`src/rtl/sensor_emu.sv`:
```
// rtl/sensor_emu.sv - responder model of the 8-bit serial light-sensor ADC
module sensor_emu #(
    parameter int SYNC_STAGES = 2,
    parameter int FRAME_BITS  = 16,
    parameter int LEAD_ZEROS  = 3
) (
    input  logic       clk,
    input  logic       rst_n,
    input  logic       ncs,
    input  logic       sck,
    output logic       sdo,
    input  logic [7:0] sample,
    output logic       busy,
    output logic       frame_done,
    output logic       frame_abort,
    output logic       overrun
);

    localparam int CW = $clog2(FRAME_BITS + 2);
    localparam logic [CW-1:0] FB_C   = CW'(FRAME_BITS);
    localparam logic [CW-1:0] SAT_C  = CW'(FRAME_BITS + 1);
    localparam logic [CW-1:0] LAST_C = CW'(FRAME_BITS - 1);

    typedef enum logic {IDLE, SHIFT} state_t;

    state_t                  state, state_next;
    logic [SYNC_STAGES-1:0]  ncs_sync, sck_sync;
    logic                    ncs_prev, sck_prev;
    logic                    ncs_s, sck_s;
    logic                    ncs_fall, ncs_rise, sck_rise, sck_fall;
    logic                    do_load, do_end, do_rise, do_shift;
    logic [FRAME_BITS-1:0]   shreg;
    logic [FRAME_BITS-1:0]   frame_word;
    logic [CW-1:0]           rise_cnt, bit_cnt;

    // Synchronize the reader's pins; idle level of both lines is high
    always_ff @(posedge clk or negedge rst_n) begin
        if (!rst_n) begin
            ncs_sync <= '1;
            sck_sync <= '1;
            ncs_prev <= 1'b1;
            sck_prev <= 1'b1;
        end else begin
            ncs_sync <= {ncs_sync[SYNC_STAGES-2:0], ncs};
            sck_sync <= {sck_sync[SYNC_STAGES-2:0], sck};
            ncs_prev <= ncs_sync[SYNC_STAGES-1];
            sck_prev <= sck_sync[SYNC_STAGES-1];
        end
    end

    assign ncs_s    = ncs_sync[SYNC_STAGES-1];
    assign sck_s    = sck_sync[SYNC_STAGES-1];
    assign ncs_fall = ncs_prev & ~ncs_s;
    assign ncs_rise = ~ncs_prev & ncs_s;
    assign sck_rise = ~sck_prev & sck_s;
    assign sck_fall = sck_prev & ~sck_s;

    // Leading zeros, data MSB first, zero padding to the frame length
    assign frame_word = {sample, {(FRAME_BITS-8){1'b0}}} >> LEAD_ZEROS;

    // State register
    always_ff @(posedge clk or negedge rst_n) begin
        if (!rst_n) state <= IDLE;
        else        state <= state_next;
    end

    // Next state and datapath strobes; ncs edges take precedence over sck edges
    always_comb begin
        state_next = state;
        do_load    = 1'b0;
        do_end     = 1'b0;
        do_rise    = 1'b0;
        do_shift   = 1'b0;
        case (state)
            IDLE: begin
                if (ncs_fall) begin
                    do_load    = 1'b1;
                    state_next = SHIFT;
                end
            end
            SHIFT: begin
                if (ncs_rise) begin
                    do_end     = 1'b1;
                    state_next = IDLE;
                end else begin
                    do_rise  = sck_rise;
                    do_shift = sck_fall && (rise_cnt != '0);
                end
            end
            default: state_next = IDLE;
        endcase
    end

    // Shift register, edge counters and status flags
    always_ff @(posedge clk or negedge rst_n) begin
        if (!rst_n) begin
            shreg       <= '0;
            rise_cnt    <= '0;
            bit_cnt     <= '0;
            overrun     <= 1'b0;
            frame_done  <= 1'b0;
            frame_abort <= 1'b0;
        end else begin
            frame_done  <= 1'b0;
            frame_abort <= 1'b0;
            if (do_load) begin
                shreg    <= frame_word;
                rise_cnt <= '0;
                bit_cnt  <= '0;
                overrun  <= 1'b0;
            end
            if (do_end) begin
                shreg       <= '0;
                frame_done  <= (rise_cnt >= FB_C);
                frame_abort <= (rise_cnt < FB_C);
            end
            if (do_rise) begin
                if (rise_cnt != SAT_C) rise_cnt <= rise_cnt + 1'b1;
                if (rise_cnt >= FB_C)  overrun  <= 1'b1;
            end
            if (do_shift) begin
                // Past the last frame bit the line is held low
                if (bit_cnt >= LAST_C) shreg <= '0;
                else                   shreg <= shreg << 1;
                if (bit_cnt != FB_C)   bit_cnt <= bit_cnt + 1'b1;
            end
        end
    end

    assign busy = (state == SHIFT);
    assign sdo  = (state == SHIFT) & shreg[FRAME_BITS-1];

endmodule
```
`config.mk`:
```
export PLATFORM = sky130hd
export DESIGN_NAME = sensor_emu
export DESIGN_NICKNAME = d
export VERILOG_FILES = /design/src/rtl/sensor_emu.sv
export SDC_FILE = /design/constraint.sdc
export NUM_CORES = 1
export LEC_CHECK = 0
export ABC_AREA = 1
export BUFFER_PORTS_ARGS = -buffer_cell sky130_fd_sc_hd__buf_2
export CAP_MARGIN = 10
export CORE_ASPECT_RATIO = 1.25
export CORE_MARGIN = 1.5
export CORE_UTILIZATION = 30
export DETAILED_ROUTE_END_ITERATION = 16
export PLACE_DENSITY_LB_ADDON = 0.12
export SETUP_SLACK_MARGIN = 0.02
export SKIP_CTS_REPAIR_TIMING = 1
export SLEW_MARGIN = 20
export SYNTH_ARGS = -nofsm -noshare
export SYNTH_HDL_FRONTEND = slang
export SYNTH_SLANG_ARGS = --single-unit
```
`constraint.sdc`:
```
create_clock -name clk -period 1.7 [get_ports clk]
set_clock_uncertainty 0.05 [all_clocks]
set_input_delay 0.085 -clock clk [delete_from_list [all_inputs] [get_ports clk]]
set_output_delay 0.085 -clock clk [all_outputs]
set_load 0.005 [all_outputs]
```
==> results by group, run 1 <==
Placed design
  • Inst Count DP: 295
  • I/O Buffers: 16
  • DP Wirelength: 2390 µm
  • GPL Wtd Cong: 0.790
  • DP Area: 1860 µm²

Routing
  • DR WL/cell: 11.4 µm
  • DR DRC count: 0
  • Pre-Repair DR Iteration Count: 4
  • DRT antenna net count: 0
  • Routed vias: 1,360
  • Vias per std cell: 4.39
  • Drt initial violations: 45
  • Wire length on met3: 103 µm
  • Final WL: 3520 µm
  • DR top layer: met4
  • Met2 WL post-DR: 1780 µm
  • Met1 WL: 1570 µm

Clock tree
  • Reg clk slew, reported paths: 0.07 ns
  • Max Buffers Root-to-Sink: 2
  • CTS tree: built
  • Clk_lat worst skew: 0.28 ns
  • H-tree Lvls: 2
  • Num CTS Buffers: 5
  • Clock Sinks: 31
  • Clk root buf: clkbuf_8

Setup path
  • CP Launch Type: register
  • Worst EP required: 1.88 ns
  • CP startpoint: bit_cnt[1]
  • Flop2flop setup slack: 0.15 ns
  • Crit path DAT: 1.73 ns
  • Critical Path Max Stage Delay: 0.38 ns
  • Critical path class: reg -> reg
  • CP endpoint kind: register
  • CP max stage cell: dfrtp_1
  • Cell Chain, Critical Path: ha_2 > nand2_1 > nor2_1 > ha_2 > nor2_1 > nand2_2 > nor2_1 > nand2_1 > nand2_1
  • Critical Path Fanout Max: 8
  • R2R depth: 9
  • FF-to-FF End: shreg[14]
  • Reg-to-Reg Start: bit_cnt[1]

Global route
  • Gr usage total: 0.130
  • First-pass GRT wire length: 6020 µm
  • Largest net degree at the start of global routing: 32
  • Global route overflow: 0
  • Vias in the first global route: 1,291
  • Antenna violations before repair: 0

Die
  • IO Pins: 17
  • Die width: 69.2 µm
  • Core area: 5190 µm²
  • Starting Density: 0.317
  • Die area: 5930 µm²
  • Chip Height: 85.7 µm
  • Std-Cell Rows: 29

Synthesis
  • Distinct cell type count of the synthesized netlist: 22
  • Synth Warn #: 0
  • Avg Cell Area, Syn: 7.82 µm²
  • Yosys reg bits: 31
  • Mapped Cells: 210
  • Cell Area, Synth: 1640 µm²
  • Syn Nets: 228
  • Sequential-to-total area share from yosys stat: 0.477

STA
  • Setup_tns: 0 ns
  • Worst Tran Pin Value: 0.739 ns
  • # setup viols final: 0
  • Worst slew margin: 0.507
  • Fin crit share: 0.914
  • Max Fclk: 0.643 GHz
  • Final Hold Vio Count: 0
  • Final min period: 1.55 ns
  • RSZ-0062 raised after global routing: no
  • Max Slew Vio Count: 0

Hold path
  • Min-delay worst type: in -> reg
  • Hold path depth: 7
  • Hold endpoint: shreg[9]
  • Critical hold path startpoint: sample[4]

Final layout
  • Share of cells above drive strength 1: 0.234
  • Fill cell count: 551
  • Ant diodes: 0
  • Final core occ: 0.394
  • Syn-to-layout area delta: 24.4%
  • Finished Cell Area: 2040 µm²
  • Commonest non-fill, non-tap cell in the layout: nand2_1
  • Nets@finish: 265
  • Most frequent cells in the layout: nand2_1, inv_1, dfrtp_1
  • Fin cells: 310

Status
  • Status: completed

Flow run
  • MaxCap Viol Count: 0

Power and ir drop
  • VDD IR-drop max: 352 µV
  • Leak Pwr: 1.11 nW
  • Power per cell area: 1090 nW/µm²
## where the power goes
group	switching [W]	internal (W)
registers	0.0000847	0.000890
clock network	0.000269	0.000290
logic	0.000382	0.000306
## cells by family after synthesis
| family | synth area share |
|---|---|
| DFF | 0.477 |
| and+or+nand+nor | 0.293 |
| AOI/OAI and AO/OA | 0.0419 |
| xor gates and xnor gates | 0.0267 |
| buffers and inverters | 0.116 |
| adders and majority gates | 0.0457 |
## worst max-delay path, delay by kind of cell (launching register included)
| kind | cells | cell delay (ns) |
|---|---|---|
| adder cells (fa/ha/maj) | 2 | 0.35 |
| AND/OR/NAND/NOR | 7 | 0.71 |
| flip-flops | 1 | 0.38 |
## per-stage QoR
step	setup slack, ns	power, W	hold WS [ns]
floorplan	0.174	0.00140	-0.261
global placement	0.106	0.00161	0.140
detailed placement	0.0732	0.00161	0.142
CTS	0.0383	0.00218	-0.162
global route	0.0130	0.00241	0.183
finish	0.146	0.00222	0.144
## sequential cells by signal (all words and copies together), names as in the netlist
signal and count:
shreg 11, bit_cnt 5, rise_cnt 5, ncs_sync 2
sck_sync 2, busy 1, frame_abort 1, frame_done 1
ncs_prev 1, overrun 1, sck_prev 1
## synth_stat cells, drive strengths merged
master | count | area share
a21oi | 3 | 0.0091
buf | 5 | 0.027
dfrtp | 25 | 0.38
dfstp | 6 | 0.096
ha | 6 | 0.046
inv | 39 | 0.089
nand2 | 66 | 0.16
nand3 | 23 | 0.073
nand4 | 1 | 0.0038
nor2 | 22 | 0.055
nor3 | 1 | 0.0061
o21ai | 7 | 0.028
o31ai | 1 | 0.0046
xnor2 | 1 | 0.0053
xor2 | 4 | 0.021
## worst max path at each step
stage                endpoint  slack, ns  cells after the start
global placement    shreg[10]       0.11                      9
finish              shreg[14]       0.15                      9
CTS                 shreg[14]       0.04                      9
detailed placement  shreg[15]       0.07                      9
global route        shreg[13]       0.01                      9
floorplan           shreg[13]       0.17                      9
## routing by layer
metal / track usage / up-vias
met5: 0 / -
met4: 0.0588 / 0
met3: 0.0353 / 8
met2: 0.229 / 23
met1: 0.146 / 625
li1: - / 704
## area by class of cell
type | instances | area [µm²] | area share
sequential | 31 | 783 | 0.383
multi-input combinational | 135 | 694 | 0.340
timing repair buffer | 35 | 262 | 0.128
inverter | 39 | 146 | 0.0716
clock buffer | 8 | 80.1 | 0.0392
tap | 62 | 77.6 | 0.0380
Note: power is estimated with default switching activity, not from simulation.
==> run 2: changes to the inputs <==
Settings changed: CELL_PAD_IN_SITES_DETAIL_PLACEMENT set to 0, CELL_PAD_IN_SITES_GLOBAL_PLACEMENT set to 2.
==> run 2 against run 1 <==
  * Final area fell by 1.8%
  * Die area did not move
  * Non-clock buffer count fell by 4
  * First-iteration DRC count fell by 31%
  * Global-route usage rose by 0.55 points
  * Fmax rose by 0.60%
  * Clock power rose by 15%
  * Utilization fell by 0.70 points
  * Wire length fell by 1.4%
  * Setup slack improved by 0.0093 ns
==> results by group, run 2 (synthesis gave the netlist of run 1 again) <==
Setup path
  • Critical path class: reg -> reg
  • Critical Path Fanout Max: 5 (-3)
  • Crit path DAT: 1.67 ns (-0.06 ns)
  • Flop2flop setup slack: 0.16 ns (about the same)
  • CP Launch Type: register
  • Worst EP required: 1.82 ns (-0.06 ns)
  • CP endpoint kind: register

Routing
  • Pre-Repair DR Iteration Count: 4 (unchanged)
  • Vias per std cell: 4.46 (+1.7%)
  • DRT antenna net count: 0 (unchanged)
  • Routed vias: 1,365 (+0.37%)
  • DR DRC count: 0 (unchanged)
  • DR WL/cell: 11.3 µm (about the same)
  • Drt initial violations: 31 (-31%)
  • Final WL: 3470 µm (-1.4%)

Die
  • Die width: 69.2 µm (unchanged)
  • Starting Density: 0.317 (unchanged)
  • Core area: 5190 µm² (unchanged)
  • IO Pins: 17 (unchanged)
  • Die area: 5930 µm² (unchanged)
  • Std-Cell Rows: 29 (unchanged)
  • Chip Height: 85.7 µm (unchanged)

Final layout
  • Max FFs per register: 11 (unchanged)
  • Fin cells: 306 (-1.3%)
  • Syn-to-layout area delta: 22.2%
  • Regs by FF count: shreg: 11 flops, bit_cnt: 5 flops, rise_cnt: 5 flops
  • Largest reg by FF count: shreg
  • Share of cells above drive strength 1: 0.242 (+0.00793)
  • Nets@finish: 261 (-1.5%)
  • Most frequent cells in the layout: nand2_1, inv_1, dfrtp_1
  • Fill cell count: 555 (+0.73%)
  • Commonest non-fill, non-tap cell in the layout: nand2_1
  • Ant diodes: 0 (unchanged)

Power and ir drop
  • Leak Pwr: 1.09 nW (-1.7%)
  • VDD IR-drop max: 435 µV (+24%)
  • Power per cell area: 1120 nW/µm² (+3.3%)

STA
  • Worst slew margin: 0.528 (+0.0205)
  • Final min period: 1.54 ns (-0.00926 ns)
  • Fin crit share: 0.909 (-0.00545)
  • Max Fclk: 0.647 GHz (+0.60%)
  • RSZ-0062 raised after global routing: no
  • Worst Tran Pin Value: 0.708 ns (-0.0307 ns)
  • Max Slew Vio Count: 0 (unchanged)
  • # setup viols final: 0 (unchanged)
  • Setup_tns: 0 ns (unchanged)
  • Final Hold Vio Count: 0 (unchanged)

Global route
  • Largest net degree at the start of global routing: 32 (unchanged)
  • Global route overflow: 0 (unchanged)
  • Antenna violations before repair: 0 (unchanged)
  • First-pass GRT wire length: 6330 µm (+5.2%)
  • Vias in the first global route: 1,395 (+8.1%)
  • Gr usage total: 0.135 (+0.00546)

Placed design
  • GPL Wtd Cong: 0.739 (-6.5%)
  • I/O Buffers: 16 (unchanged)
  • DP Wirelength: 2430 µm (+1.8%)
  • Inst Count DP: 294 (-0.34%)

Clock tree
  • Num CTS Buffers: 5 (unchanged)
  • Clk_lat worst skew: 0.28 ns (about the same)
  • Clock Sinks: 31 (unchanged)
  • Clk root buf: clkbuf_8
  • CTS tree: built
  • H-tree Lvls: 2 (unchanged)
  • Reg clk slew, reported paths: 0.07 ns (about the same)
  • Max Buffers Root-to-Sink: 2 (unchanged)

Status
  • Status: completed

Hold path
  • Min-delay worst type: in -> reg

Flow run
  • MaxCap Viol Count: 0 (unchanged)
run 2: changes by cell type in the layout (fill, tap and decap cells not counted):
cell,delta
nor2_4,-2
buf_4,-1
clkbuf_8,+2
nand2_2,-1
nand2_4,+1
nor2_1,-3
buf_12,-2
nor2_2,+5
buf_6,-1
clkbuf_1,-2
run 2: area by class of cell:
class                   count  area (µm²)  share of cell area
clock buffers               8         100              0.0499
inverters                  39         146              0.0729
multi-input cells         135         697               0.347
flip-flops and latches     31         783               0.390
well taps                  62        77.6              0.0387
repair buffers             31         203               0.101
run 2: stage by stage:
stage | total power (W) | hold WS (ns) | utilization | setup slack (ns) | cell area, µm²
floorplan | 0.00140 | -0.261 | - | 0.174 | 1640
global placement | 0.00160 | 0.125 | 0.354 | 0.0188 | 1840
detailed placement | 0.00162 | 0.138 | 0.354 | -0.0140 | 1840
CTS | 0.00228 | -0.168 | 0.374 | -0.0290 | 1940
global route | 0.00245 | 0.164 | 0.387 | 0.0232 | 2010
finish | 0.00225 | 0.152 | 0.387 | 0.155 | 2010
run 2: routing by layer:
metal | routed length [µm] | GRT usage
met5 | 0 | 0
met4 | 65 | 0.0677
met3 | 113 | 0.0353
met2 | 1700 | 0.235
met1 | 1600 | 0.153
run 2: path summary, 6_finish.rpt:
| check | start | end | depth (start not counted) |
|---|---|---|---|
| min in group asynchronous | rst_n | shreg[6] | 2 |
| setup / recovery | sck_prev | bit_cnt[0] | 8 |
| setup reg to reg | sck_prev | bit_cnt[0] | 8 |
| max in group asynchronous | rst_n | bit_cnt[0] | 2 |
| hold / removal | sample[1] | shreg[6] | 7 |
| hold reg to reg | sck_sync[0] | sck_sync[1] | 0 |
run 2: worst max-delay path, stage by stage (launching register included):
cell	delay, ns
dfstp_2	0.52
inv_1	0.04
nor2_1	0.13
nand3_1	0.11
nor2_2	0.20
buf_4	0.18
nand2_4	0.07
nand3_1	0.09
o21ai_2	0.06
run 2: where the power goes:
part           switching (W)  leakage [nW]  internal, W
logic               0.000370         0.650     0.000273
clock network       0.000275        0.0515     0.000369
registers          0.0000774         0.387     0.000889
total               0.000722          1.09      0.00153
==> run 3: changes to the inputs <==
==> constraint.sdc (replaced) <==
create_clock -name clk -period 1.7 [get_ports clk]
set_clock_uncertainty 0.05 [all_clocks]
set_input_delay 0.255 -clock clk [delete_from_list [all_inputs] [get_ports clk]]
set_output_delay 0.255 -clock clk [all_outputs]
set_load 0.005 [all_outputs]
==> run 3 against run 2 <==
  * Flip-flop and latch count stayed put
  * Critical path type unchanged
  * Highest routed layer unchanged
  * Non-clock buffer count increased by 2
  * Cell count is 0.65% higher
  * Combinational power rose by 2%
  * Setup slack improved by 0.018 ns
  * Clock-buffer cell count is 3 lower
  * Fmax increased by 1.2%
  * Total power is 3.1% lower
  * Utilization is essentially flat
  * First-iteration DRC count increased by 120%
==> results by group, run 3 (synthesis gave the netlist of run 1 again) <==
Clock tree
  • Reg clk slew, reported paths: 0.07 ns (about the same)
  • Clock Sinks: 31 (unchanged)
  • Clk_lat worst skew: 0.28 ns (about the same)
  • CTS tree: built
  • Max Buffers Root-to-Sink: 2 (unchanged)
  • Num CTS Buffers: 5 (unchanged)
  • H-tree Lvls: 2 (unchanged)
  • Clk root buf: clkbuf_8

STA
  • # setup viols final: 0 (unchanged)
  • Max Fclk: 0.655 GHz (+1.2%)
  • RSZ-0062 raised after global routing: no
  • Worst slew margin: 0.735 (+0.207)
  • Hold_ws: 0.126 ns (-0.0264 ns)
  • Final min period: 1.53 ns (-0.0178 ns)
  • Worst Tran Pin Value: 0.398 ns (-0.311 ns)
  • Fin crit share: 0.898 (-0.0105)
  • Final Hold Vio Count: 0 (unchanged)
  • Max Slew Vio Count: 0 (unchanged)

Global route
  • Largest net degree at the start of global routing: 32 (unchanged)
  • Global route overflow: 0 (unchanged)
  • Antenna violations before repair: 0 (unchanged)
  • Vias in the first global route: 1,353 (-3.0%)
  • First-pass GRT wire length: 6230 µm (-1.5%)
  • Gr usage total: 0.134 (-0.00160)

Placed design
  • GPL Wtd Cong: 0.741 (+0.27%)
  • Inst Count DP: 295 (+0.34%)
  • I/O Buffers: 16 (unchanged)
  • DP Wirelength: 2430 µm (+0.10%)

Setup path
  • CP max stage cell: dfstp_2
  • FF-to-FF End: bit_cnt[4]
  • WP buf/inv: 2 (unchanged)
  • Flop2flop setup slack: 0.17 ns (+0.02 ns)
  • Cell Chain, Critical Path: inv_1 > nor2_1 > nand3_1 > nor2_2 > buf_4 > nand2_4 > nand3_1 > o21ai_2
  • Reg-to-Reg Start: sck_prev
  • CP endpoint kind: register
  • Worst EP required: 1.83 ns (about the same)
  • Crit path max-delay family: simple AND/OR/NAND/NOR gates
  • Crit path DAT: 1.66 ns (about the same)
  • Critical Path Max Stage Delay: 0.52 ns (about the same)
  • CP Launch Type: register
  • Critical Path Fanout Max: 5 (unchanged)
  • CP most frequent cell: nand3_1
  • Critical path class: reg -> reg
  • R2R depth: 8 (unchanged)

Routing
  • Final WL: 3490 µm (+0.52%)
  • DRT antenna net count: 0 (unchanged)
  • Drt initial violations: 67 (+120%)
  • Routed vias: 1,353 (-0.88%)
  • Vias per std cell: 4.39 (-1.5%)
  • Pre-Repair DR Iteration Count: 4 (unchanged)
  • DR DRC count: 0 (unchanged)
  • DR WL/cell: 11.3 µm (-0.13%)

Final layout
  • Ant diodes: 0 (unchanged)
  • Share of cells above drive strength 1: 0.252 (+0.0102)
  • Fin cells: 308 (+0.65%)
  • Largest reg by FF count: shreg
  • Syn-to-layout area delta: 22.1% (about the same)
  • Most frequent cells in the layout: nand2_1, inv_1, dfrtp_1
  • Fill cell count: 570 (+2.7%)
  • Nets@finish: 263 (+0.77%)
  • Commonest non-fill, non-tap cell in the layout: nand2_1
  • FF+latch area: 783 µm² (unchanged)
  • Area occupied by multi-input gates: 699 µm² (+0.36%)
  • Regs by FF count: shreg: 11 flops, bit_cnt: 5 flops, rise_cnt: 5 flops
  • Max FFs per register: 11 (unchanged)

Die
  • Chip Height: 85.7 µm (unchanged)
  • Die width: 69.2 µm (unchanged)
  • Core area: 5190 µm² (unchanged)
  • IO Pins: 17 (unchanged)
  • Starting Density: 0.317 (unchanged)
  • Std-Cell Rows: 29 (unchanged)
  • Die area: 5930 µm² (unchanged)

Hold path
  • Min-delay worst type: in -> reg
  • Critical hold path startpoint: sample[0]
  • Hold endpoint: shreg[5]
  • Hold path depth: 3 (-4)

Power and ir drop
  • VDD IR-drop max: 431 µV (-0.90%)
  • Power per cell area: 1090 nW/µm² (-3.0%)
  • Leak Pwr: 1.10 nW (+0.88%)

Flow run
  • MaxCap Viol Count: 0 (unchanged)

Status
  • Status: completed
-- run 3: cell types whose count changed in the layout (fill, tap and decap cells not counted), sizes merged --
cell         previous run  this run
dlygate4sd3             4         3
clkinv                  0         3
buf                    27        30
clkbuf                  8         5
-- run 3: how the worst max path moves through the flow --
stage	startpoint	to	slack (ns)	depth (start not counted)
after floorplan	bit_cnt[0]	shreg[13]	0.17	9
after global placement	bit_cnt[0]	shreg[15]	0.02	9
after detailed placement	bit_cnt[0]	shreg[15]	0.0003	9
after CTS	bit_cnt[0]	shreg[15]	-0.02	9
after global routing	rise_cnt[1]	shreg[9]	0.03	11
final	sck_prev	bit_cnt[4]	0.17	8
-- run 3: final cells by class --
| cell class | count | area share |
|---|---|---|
| Sequential cell | 31 | 0.391 |
| Inverter | 39 | 0.0730 |
| Clock buffer | 5 | 0.0343 |
| Tap cell | 62 | 0.0387 |
| Clock inverter | 3 | 0.00749 |
| Timing Repair Buffer | 33 | 0.107 |
| Multi-Input combinational cell | 135 | 0.349 |
-- run 3: worst min-delay path: stages --
cell	delay, ns
buf_2	0.08
nand2_1	0.04
nand2_1	0.05
-- run 3: per-stage QoR --
stage | util | setup WS, ns | instance area, µm² | setup TNS [ns] | total power [W]
global placement | 0.356 | 0.0192 | 1850 | 0 | 0.00160
finish | 0.387 | 0.173 | 2010 | 0 | 0.00218
detailed placement | 0.356 | 0.000289 | 1850 | 0 | 0.00162
floorplan | - | 0.174 | 1640 | 0 | 0.00140
CTS | 0.372 | -0.0202 | 1930 | -0.0202 | 0.00221
global route | 0.387 | 0.0333 | 2010 | 0 | 0.00239
-- run 3: metal layers --
layer	GRT usage	vias to the layer above	share of wire
met5	0	-	0
met4	0.0642	0	0.022
met3	0.0329	7	0.030
met2	0.228	21	0.49
met1	0.157	624	0.46
li1	-	701	-
-- run 3: report_power, final --
part           switching [W]  internal (W)
combinational       0.000371      0.000283
clock               0.000284      0.000280
sequential         0.0000769      0.000889
